==> config.mk <==
export PLATFORM = sky130hd
export DESIGN_NAME = fetch_sequencer_flat
export DESIGN_NICKNAME = d
export VERILOG_FILES = /design/src/rtl/fetch_sequencer_if.sv /design/src/rtl/fetch_sequencer.sv /design/src/flat_wrapper.sv
export SDC_FILE = /design/constraint.sdc
export NUM_CORES = 1
export LEC_CHECK = 0
export CORE_ASPECT_RATIO = 1.5
export CORE_MARGIN = 4
export CORE_UTILIZATION = 28
export CTS_BUF_LIST = sky130_fd_sc_hd__clkbuf_8
export CTS_CLUSTER_DIAMETER = 120
export DETAILED_ROUTE_END_ITERATION = 12
export PLACE_DENSITY = 0.69
export SYNTH_ARGS = -nofsm -noshare
export SYNTH_HDL_FRONTEND = slang
export SYNTH_SLANG_ARGS = --single-unit
==> constraint.sdc <==
create_clock -name clk -period 2.4 [get_ports clk]
set_input_delay 0.24 -clock clk [delete_from_list [all_inputs] [get_ports clk]]
set_output_delay 0.24 -clock clk [all_outputs]
set_load 0.005 [all_outputs]
==> src/rtl/fetch_sequencer_if.sv <==
// Bundle of PC-control, instruction-memory, decode and execute signals
// exchanged between fetch_sequencer (master) and its environment (slave).
`ifndef FETCH_SEQUENCER_DEFS
`define FETCH_SEQUENCER_DEFS
`define XBUS [31:0]
`define PC_MODE_MSB 1
`define PC_MODE_INC 2'd0
`define PC_MODE_ADD 2'd1
`define PC_MODE_SET 2'd2
`endif

interface fetch_sequencer_if;
   // program counter control
   logic `XBUS              pc_current;
   logic [`PC_MODE_MSB:0]   pc_mode;
   logic `XBUS              pc_update;
   logic                    pc_update_en;
   // instruction memory read
   logic                    imem_req;
   logic `XBUS              imem_addr;
   logic                    imem_ack;
   logic `XBUS              imem_rdata;
   // decode handshake
   logic `XBUS              instr;
   logic                    instr_valid;
   logic                    instr_ready;
   // execute completion and redirects
   logic                    exec_done;
   logic                    br_taken;
   logic `XBUS              br_offset;
   logic                    jmp_taken;
   logic `XBUS              jmp_target;
   logic                    trap;
   logic [31:0]             instret;

   modport master (
      input  pc_current, imem_ack, imem_rdata, instr_ready,
             exec_done, br_taken, br_offset, jmp_taken, jmp_target, trap,
      output pc_mode, pc_update, pc_update_en, imem_req, imem_addr,
             instr, instr_valid, instret
   );

   modport slave (
      output pc_current, imem_ack, imem_rdata, instr_ready,
             exec_done, br_taken, br_offset, jmp_taken, jmp_target, trap,
      input  pc_mode, pc_update, pc_update_en, imem_req, imem_addr,
             instr, instr_valid, instret
   );
endinterface

==> src/rtl/fetch_sequencer.sv <==
// Fetch/execute sequencer: drives the PC control inputs, fetches the word at
// the current PC, hands it to decode, waits for execute and picks the next PC
// (trap > jump > branch > increment). The PC itself has no reset, so reset is
// forwarded combinationally as a SET of the reset vector.
`ifndef FETCH_SEQUENCER_DEFS
`define FETCH_SEQUENCER_DEFS
`define XBUS [31:0]
`define PC_MODE_MSB 1
`define PC_MODE_INC 2'd0
`define PC_MODE_ADD 2'd1
`define PC_MODE_SET 2'd2
`endif

module fetch_sequencer #(
   parameter logic [31:0] RESET_VECTOR = 32'h0000_0000,
   parameter logic [31:0] TRAP_VECTOR  = 32'h0000_0010
) (
   input  logic              clk,
   input  logic              reset,
   fetch_sequencer_if.master bus
);

   // targets and offsets are forced to word alignment
   localparam logic [31:0] ALIGN_MASK = 32'hFFFF_FFFC;

   typedef enum logic [1:0] {
      S_INIT  = 2'd0,
      S_FETCH = 2'd1,
      S_ISSUE = 2'd2,
      S_EXEC  = 2'd3
   } state_t;

   state_t                state_q, state_d;
   logic `XBUS            instr_q, instr_d;
   logic                  instr_valid_q, instr_valid_d;
   logic [31:0]           instret_q, instret_d;

   logic                  fetch_c;
   logic                  retire_c;
   logic [`PC_MODE_MSB:0] pc_mode_c;
   logic `XBUS            pc_update_c;
   logic                  pc_update_en_c;

   // State, held instruction and retire counter; reset is synchronous
   always_ff @(posedge clk) begin
      if (reset) begin
         state_q       <= S_INIT;
         instr_q       <= '0;
         instr_valid_q <= 1'b0;
         instret_q     <= '0;
      end else begin
         state_q       <= state_d;
         instr_q       <= instr_d;
         instr_valid_q <= instr_valid_d;
         instret_q     <= instret_d;
      end
   end

   // Sequencing: each handshake input is only looked at in its own state
   always_comb begin
      state_d       = state_q;
      instr_d       = instr_q;
      instr_valid_d = instr_valid_q;
      instret_d     = instret_q;
      fetch_c       = 1'b0;
      retire_c      = 1'b0;
      case (state_q)
         S_INIT: begin
            // one settle cycle so the freshly loaded PC is visible to FETCH
            state_d = S_FETCH;
         end
         S_FETCH: begin
            fetch_c = 1'b1;
            if (bus.imem_ack) begin
               instr_d       = bus.imem_rdata;
               instr_valid_d = 1'b1;
               state_d       = S_ISSUE;
            end
         end
         S_ISSUE: begin
            if (bus.instr_ready) begin
               instr_valid_d = 1'b0;
               state_d       = S_EXEC;
            end
         end
         S_EXEC: begin
            if (bus.exec_done) begin
               retire_c  = 1'b1;
               instret_d = instret_q + 32'd1;
               state_d   = S_FETCH;
            end
         end
         default: begin
            state_d = S_INIT;
         end
      endcase
   end

   // PC control: reset vector while in reset, otherwise redirect on retire
   always_comb begin
      pc_mode_c      = `PC_MODE_INC;
      pc_update_c    = '0;
      pc_update_en_c = 1'b0;
      if (reset) begin
         pc_mode_c      = `PC_MODE_SET;
         pc_update_c    = RESET_VECTOR;
         pc_update_en_c = 1'b1;
      end else if (retire_c) begin
         pc_update_en_c = 1'b1;
         if (bus.trap) begin
            pc_mode_c   = `PC_MODE_SET;
            pc_update_c = TRAP_VECTOR;
         end else if (bus.jmp_taken) begin
            pc_mode_c   = `PC_MODE_SET;
            pc_update_c = bus.jmp_target & ALIGN_MASK;
         end else if (bus.br_taken) begin
            pc_mode_c   = `PC_MODE_ADD;
            pc_update_c = bus.br_offset & ALIGN_MASK;
         end
      end
   end

   assign bus.pc_mode      = pc_mode_c;
   assign bus.pc_update    = pc_update_c;
   assign bus.pc_update_en = pc_update_en_c;
   assign bus.imem_req     = fetch_c & ~reset;
   assign bus.imem_addr    = bus.pc_current;
   assign bus.instr        = instr_q;
   assign bus.instr_valid  = instr_valid_q;
   assign bus.instret      = instret_q;

endmodule

==> src/flat_wrapper.sv <==
// flat-port wrapper written by rule: the top's interface ports become plain ports
module fetch_sequencer_flat 
#(
   parameter logic [31:0] RESET_VECTOR = 32'h0000_0000,
   parameter logic [31:0] TRAP_VECTOR  = 32'h0000_0010
)
  (clk, reset, bus_pc_current, bus_imem_ack, bus_imem_rdata, bus_instr_ready, bus_exec_done, bus_br_taken, bus_br_offset, bus_jmp_taken, bus_jmp_target, bus_trap, bus_pc_mode, bus_pc_update, bus_pc_update_en, bus_imem_req, bus_imem_addr, bus_instr, bus_instr_valid, bus_instret);
  fetch_sequencer_if bus_i ();
  input  logic clk;
  input  logic reset;
  input wire logic [$bits(bus_i.pc_current)-1:0] bus_pc_current;
  input wire logic [$bits(bus_i.imem_ack)-1:0] bus_imem_ack;
  input wire logic [$bits(bus_i.imem_rdata)-1:0] bus_imem_rdata;
  input wire logic [$bits(bus_i.instr_ready)-1:0] bus_instr_ready;
  input wire logic [$bits(bus_i.exec_done)-1:0] bus_exec_done;
  input wire logic [$bits(bus_i.br_taken)-1:0] bus_br_taken;
  input wire logic [$bits(bus_i.br_offset)-1:0] bus_br_offset;
  input wire logic [$bits(bus_i.jmp_taken)-1:0] bus_jmp_taken;
  input wire logic [$bits(bus_i.jmp_target)-1:0] bus_jmp_target;
  input wire logic [$bits(bus_i.trap)-1:0] bus_trap;
  output wire logic [$bits(bus_i.pc_mode)-1:0] bus_pc_mode;
  output wire logic [$bits(bus_i.pc_update)-1:0] bus_pc_update;
  output wire logic [$bits(bus_i.pc_update_en)-1:0] bus_pc_update_en;
  output wire logic [$bits(bus_i.imem_req)-1:0] bus_imem_req;
  output wire logic [$bits(bus_i.imem_addr)-1:0] bus_imem_addr;
  output wire logic [$bits(bus_i.instr)-1:0] bus_instr;
  output wire logic [$bits(bus_i.instr_valid)-1:0] bus_instr_valid;
  output wire logic [$bits(bus_i.instret)-1:0] bus_instret;
  assign bus_i.pc_current = bus_pc_current;
  assign bus_i.imem_ack = bus_imem_ack;
  assign bus_i.imem_rdata = bus_imem_rdata;
  assign bus_i.instr_ready = bus_instr_ready;
  assign bus_i.exec_done = bus_exec_done;
  assign bus_i.br_taken = bus_br_taken;
  assign bus_i.br_offset = bus_br_offset;
  assign bus_i.jmp_taken = bus_jmp_taken;
  assign bus_i.jmp_target = bus_jmp_target;
  assign bus_i.trap = bus_trap;
  assign bus_pc_mode = bus_i.pc_mode;
  assign bus_pc_update = bus_i.pc_update;
  assign bus_pc_update_en = bus_i.pc_update_en;
  assign bus_imem_req = bus_i.imem_req;
  assign bus_imem_addr = bus_i.imem_addr;
  assign bus_instr = bus_i.instr;
  assign bus_instr_valid = bus_i.instr_valid;
  assign bus_instret = bus_i.instret;
  fetch_sequencer #(.RESET_VECTOR(RESET_VECTOR), .TRAP_VECTOR(TRAP_VECTOR)) u_core (.clk(clk), .reset(reset), .bus(bus_i));
endmodule
==> key figures <==
GRT
  – Largest net degree at the start of global routing: 37
  – GRT Residual Overflow: 0
  – Number of antenna violations at the first check in global routing: 0
  – GRT Overall Usage: 0.178
  – Global-route wire length before repair: between 15,000 and 20,000 um
  – Number of global-route vias before repair: ~3,800

Synthesis
  – Count of warnings emitted by yosys: 0
  – Number of flops mapped to enable cells by yosys: 0
  – Count of mapped cells out of synthesis: 412
  – Most used flip-flop cell after synthesis: sky130_fd_sc_hd__dfxtp_1
  – Cell taking the most area after synthesis: sky130_fd_sc_hd__dfxtp_1
  – Post-synthesis cell type count: 36
  – Combined area of all synthesized cells: about 0.0033 mm2
  – Largest cells by area after synthesis: sky130_fd_sc_hd__dfxtp_1 41%, sky130_fd_sc_hd__nand2_1 9.2%, sky130_fd_sc_hd__buf_4 7.7%
  – Synthesized flop and latch total: between 60 and 70
  – Sequential area share after synthesis: 0.407
  – Share of flip-flops with an asynchronous set or reset after synthesis: 0
  – Proportion of netlist area held by the largest area contributor: 0.407
  – Average instance area after synthesis: between 8 and 9 um2

Timing
  – Final Critical Period: between 2 and 2.5 ns
  – Max-Slew Margin vs Limit: 0.622
  – Worst setup skew after layout: between 0.01 and 0.015 ns
  – Final Max Slew Viols: 0
  – Setup violators final: 0
  – Total count of hold-check failures in the final report: 0
  – Final worst path period share: 0.959
  – Setup tns final: 0 ns
  – Least-Margin Pin Slew: 0.566 ns
  – Max frequency: roughly 430 MHz
  – RSZ-0062 raised after global routing: true

Flow run
  – Max cap viols: 0

Worst setup path
  – Slowest stage cell on the critical path: sky130_fd_sc_hd__or4_4
  – Type of the worst setup path: flop to flop
  – CP most frequent cell: sky130_fd_sc_hd__buf_4
  – Crit-path max FO: 6
  – Ordered list of cells on the worst path: ha_4, buf_4, buf_4, and4_1, or3b_4, or2_4, or4_4, a21oi_2
  – Highest cell delay on the worst timing path: slightly below 0.5 ns
  – Startpoint type of the worst setup path: flop
  – Buf+Inv Stages, Crit Path: 2
  – Data required time at the worst endpoint: between 2 and 3 ns
  – Worst Path Arrival: around 2.6 ns
  – Critical path capture point type: flop
  – Top Family by Delay on Critical Path: simple AND/OR/NAND/NOR gates

Power
  – Maximum ir drop on the vdd rail: about 260 uV
  – Power per Cell Area: slightly above 500 mW/mm2
  – Standby leakage power: roughly 2.2 nW
  – Total Power Consumption: 2.89 mW

Finish
  – Post-route standard cell area excluding fillers: ~0.0056 mm2
  – Number of cells in the finished layout apart from fillers: 750
  – Most common cell after layout, fill and taps aside: sky130_fd_sc_hd__clkdlybuf4s50_1
  – Antenna diode count: 0
  – Layout filler cell count: around 1,200
  – Core Util, Final: 0.485
  – Final #Nets: between 700 and 800
  – Most frequent cells in the layout: 169 x sky130_fd_sc_hd__clkdlybuf4s50_1, 80 x sky130_fd_sc_hd__nand2_1, 65 x sky130_fd_sc_hd__dfxtp_1, 39 x sky130_fd_sc_hd__a21oi_1, 31 x sky130_fd_sc_hd__nor2_1
  – Proportion of layout cells with a drive suffix above 1: 0.108
  – Layout overhead on the synthesized area: 69.5%

Clock network
  – Root buffer selected by CTS: sky130_fd_sc_hd__clkbuf_8
  – Clock transition at the registers of the reported paths: ~0.08 ns
  – CTS Buf Count: 9
  – Clock Path Buffers: 2
  – Hold-fix buffers, CTS: 0
  – Insertion delay to the later sink of the worst-skew pair: ~0.35 ns
  – Maximum level of the CTS H-tree: 3
  – Number of clock sinks: 67
  – Clock tree from TritonCTS: yes

Routing
  – Number of remaining DRC errors: 0
  – DRC marker count from the first detailed-route iteration: about 120
  – Via count normalized by instance count: a little under 5
  – Total wire length after detailed routing: between 10,000 and 15,000 um
  – Post-route antenna net violation count: 0
  – Total vias in the final route: between 3,000 and 4,000
  – Number of iterations in the first detailed-routing pass: 6
  – Detail-routed net length per standard cell: 16.5 um

Die
  – Area of the die: between 0.01 and 0.015 mm2
  – Die width: slightly below 100 um
  – # IOs: 269
  – Die Span Y: between 100 and 150 um
  – Placeable core region: about 0.012 mm2
  – Site row count: between 40 and 50
  – Initial Utilization: 0.286

Place
  – Placed instance area: 0.00529 mm2
  – Number of buffers added on ports: slightly below 200
  – Number of cells after detailed placement: between 700 and 800
  – Total half-perimeter wirelength after legalization and detailed placement: just under 10,000 um
  – Placer congestion estimate: between 0.8 and 0.9

Outcome
  – Status: completed

Worst hold path
  – Worst min-delay path class: primary input to flop
[layout make-up]
type	count	area (um2)	area share
tap	150	188	0.0336
clock inverter	7	52.6	0.00940
clock buffer	9	124	0.0222
timing repair buffer	228	2190	0.392
sequential	67	1350	0.241
inverter	8	30.0	0.00537
multi-input combinational	281	1660	0.296
[stage by stage]
stage                     hold WS, ns  worst slack, ns
after global placement          0.441          -0.0684
after detailed placement        0.447           -0.102
after global routing            0.253          -0.0197
after floorplan                 0.376            0.219
after CTS                       0.228          -0.0765
final                           0.261           0.0976
[path summary, 6_finish.rpt]
kind / startpoint / endpoint / slack [ns] / cells after the start
setup reg to reg: u_core.state_q[0] / u_core.bus.instret[31] / 0.1 / 8
setup / recovery: u_core.state_q[0] / u_core.bus.instret[31] / 0.1 / 8
hold reg to reg: u_core.bus.instr[4] / u_core.bus.instr[4] / 0.45 / 2
hold / removal: reset / u_core.bus.instret[16] / 0.26 / 2
[repair_timing]
action	CTS	global route
hold endpoints to repair	0	0
resized for setup	39	16
setup endpoints to repair	30	11
setup buffers	6	4
pin swaps	2	1
gates cloned	1	0
[registers in the layout, summed over array words and instances, names as in the netlist]
name and cells:
u_core.bus.instr_valid 1, u_core.bus.instret 32, u_core.bus.instr 32, u_core.state_q 2
[cell usage after synthesis (2+ instances only)]
cell,instances
sky130_fd_sc_hd__a22o_1,29
sky130_fd_sc_hd__inv_1,8
sky130_fd_sc_hd__ha_1,5
sky130_fd_sc_hd__buf_4,34
sky130_fd_sc_hd__or4_1,2
sky130_fd_sc_hd__o21ai_0,6
sky130_fd_sc_hd__clkbuf_1,18
sky130_fd_sc_hd__and4_1,4
sky130_fd_sc_hd__dfxtp_1,67
sky130_fd_sc_hd__nand2_1,81
sky130_fd_sc_hd__a21oi_1,40
sky130_fd_sc_hd__a211oi_1,3
sky130_fd_sc_hd__nor4_1,3
sky130_fd_sc_hd__xor2_1,14
sky130_fd_sc_hd__or3_1,5
sky130_fd_sc_hd__xnor2_1,10
sky130_fd_sc_hd__nor2b_1,4
sky130_fd_sc_hd__nand4_1,9
sky130_fd_sc_hd__nor2_1,32
sky130_fd_sc_hd__buf_1,4
sky130_fd_sc_hd__nand3_1,14
sky130_fd_sc_hd__nor3_1,6
[power by group]
part,internal [mW],switching (mW),total (mW)
clock network,0.379,0.462,0.841
registers,1.21,0.0551,1.26
logic,0.446,0.334,0.780
total,2.03,0.851,2.89
[routing by layer]
metal | vias to the layer above | GRT usage | routed length (um)
met4 | 0 | 0.107 | 624
met1 | 1654 | 0.162 | 4190
met2 | 189 | 0.333 | 6400
li1 | 1735 | - | -
met5 | - | 0 | 0
met3 | 39 | 0.0678 | 1150
[cell families after synthesis]
| group | count (synthesis) | share of synthesized area |
|---|---|---|
| other cells | 1 | 0.00114 |
| flops | 67 | 0.407 |
| fa+ha+maj | 5 | 0.0190 |
| simple gates | 168 | 0.233 |
| buf+inv | 65 | 0.113 |
| xor+xnor | 24 | 0.0638 |
| compound gates | 82 | 0.164 |
Power figures use the tool's default switching activity.
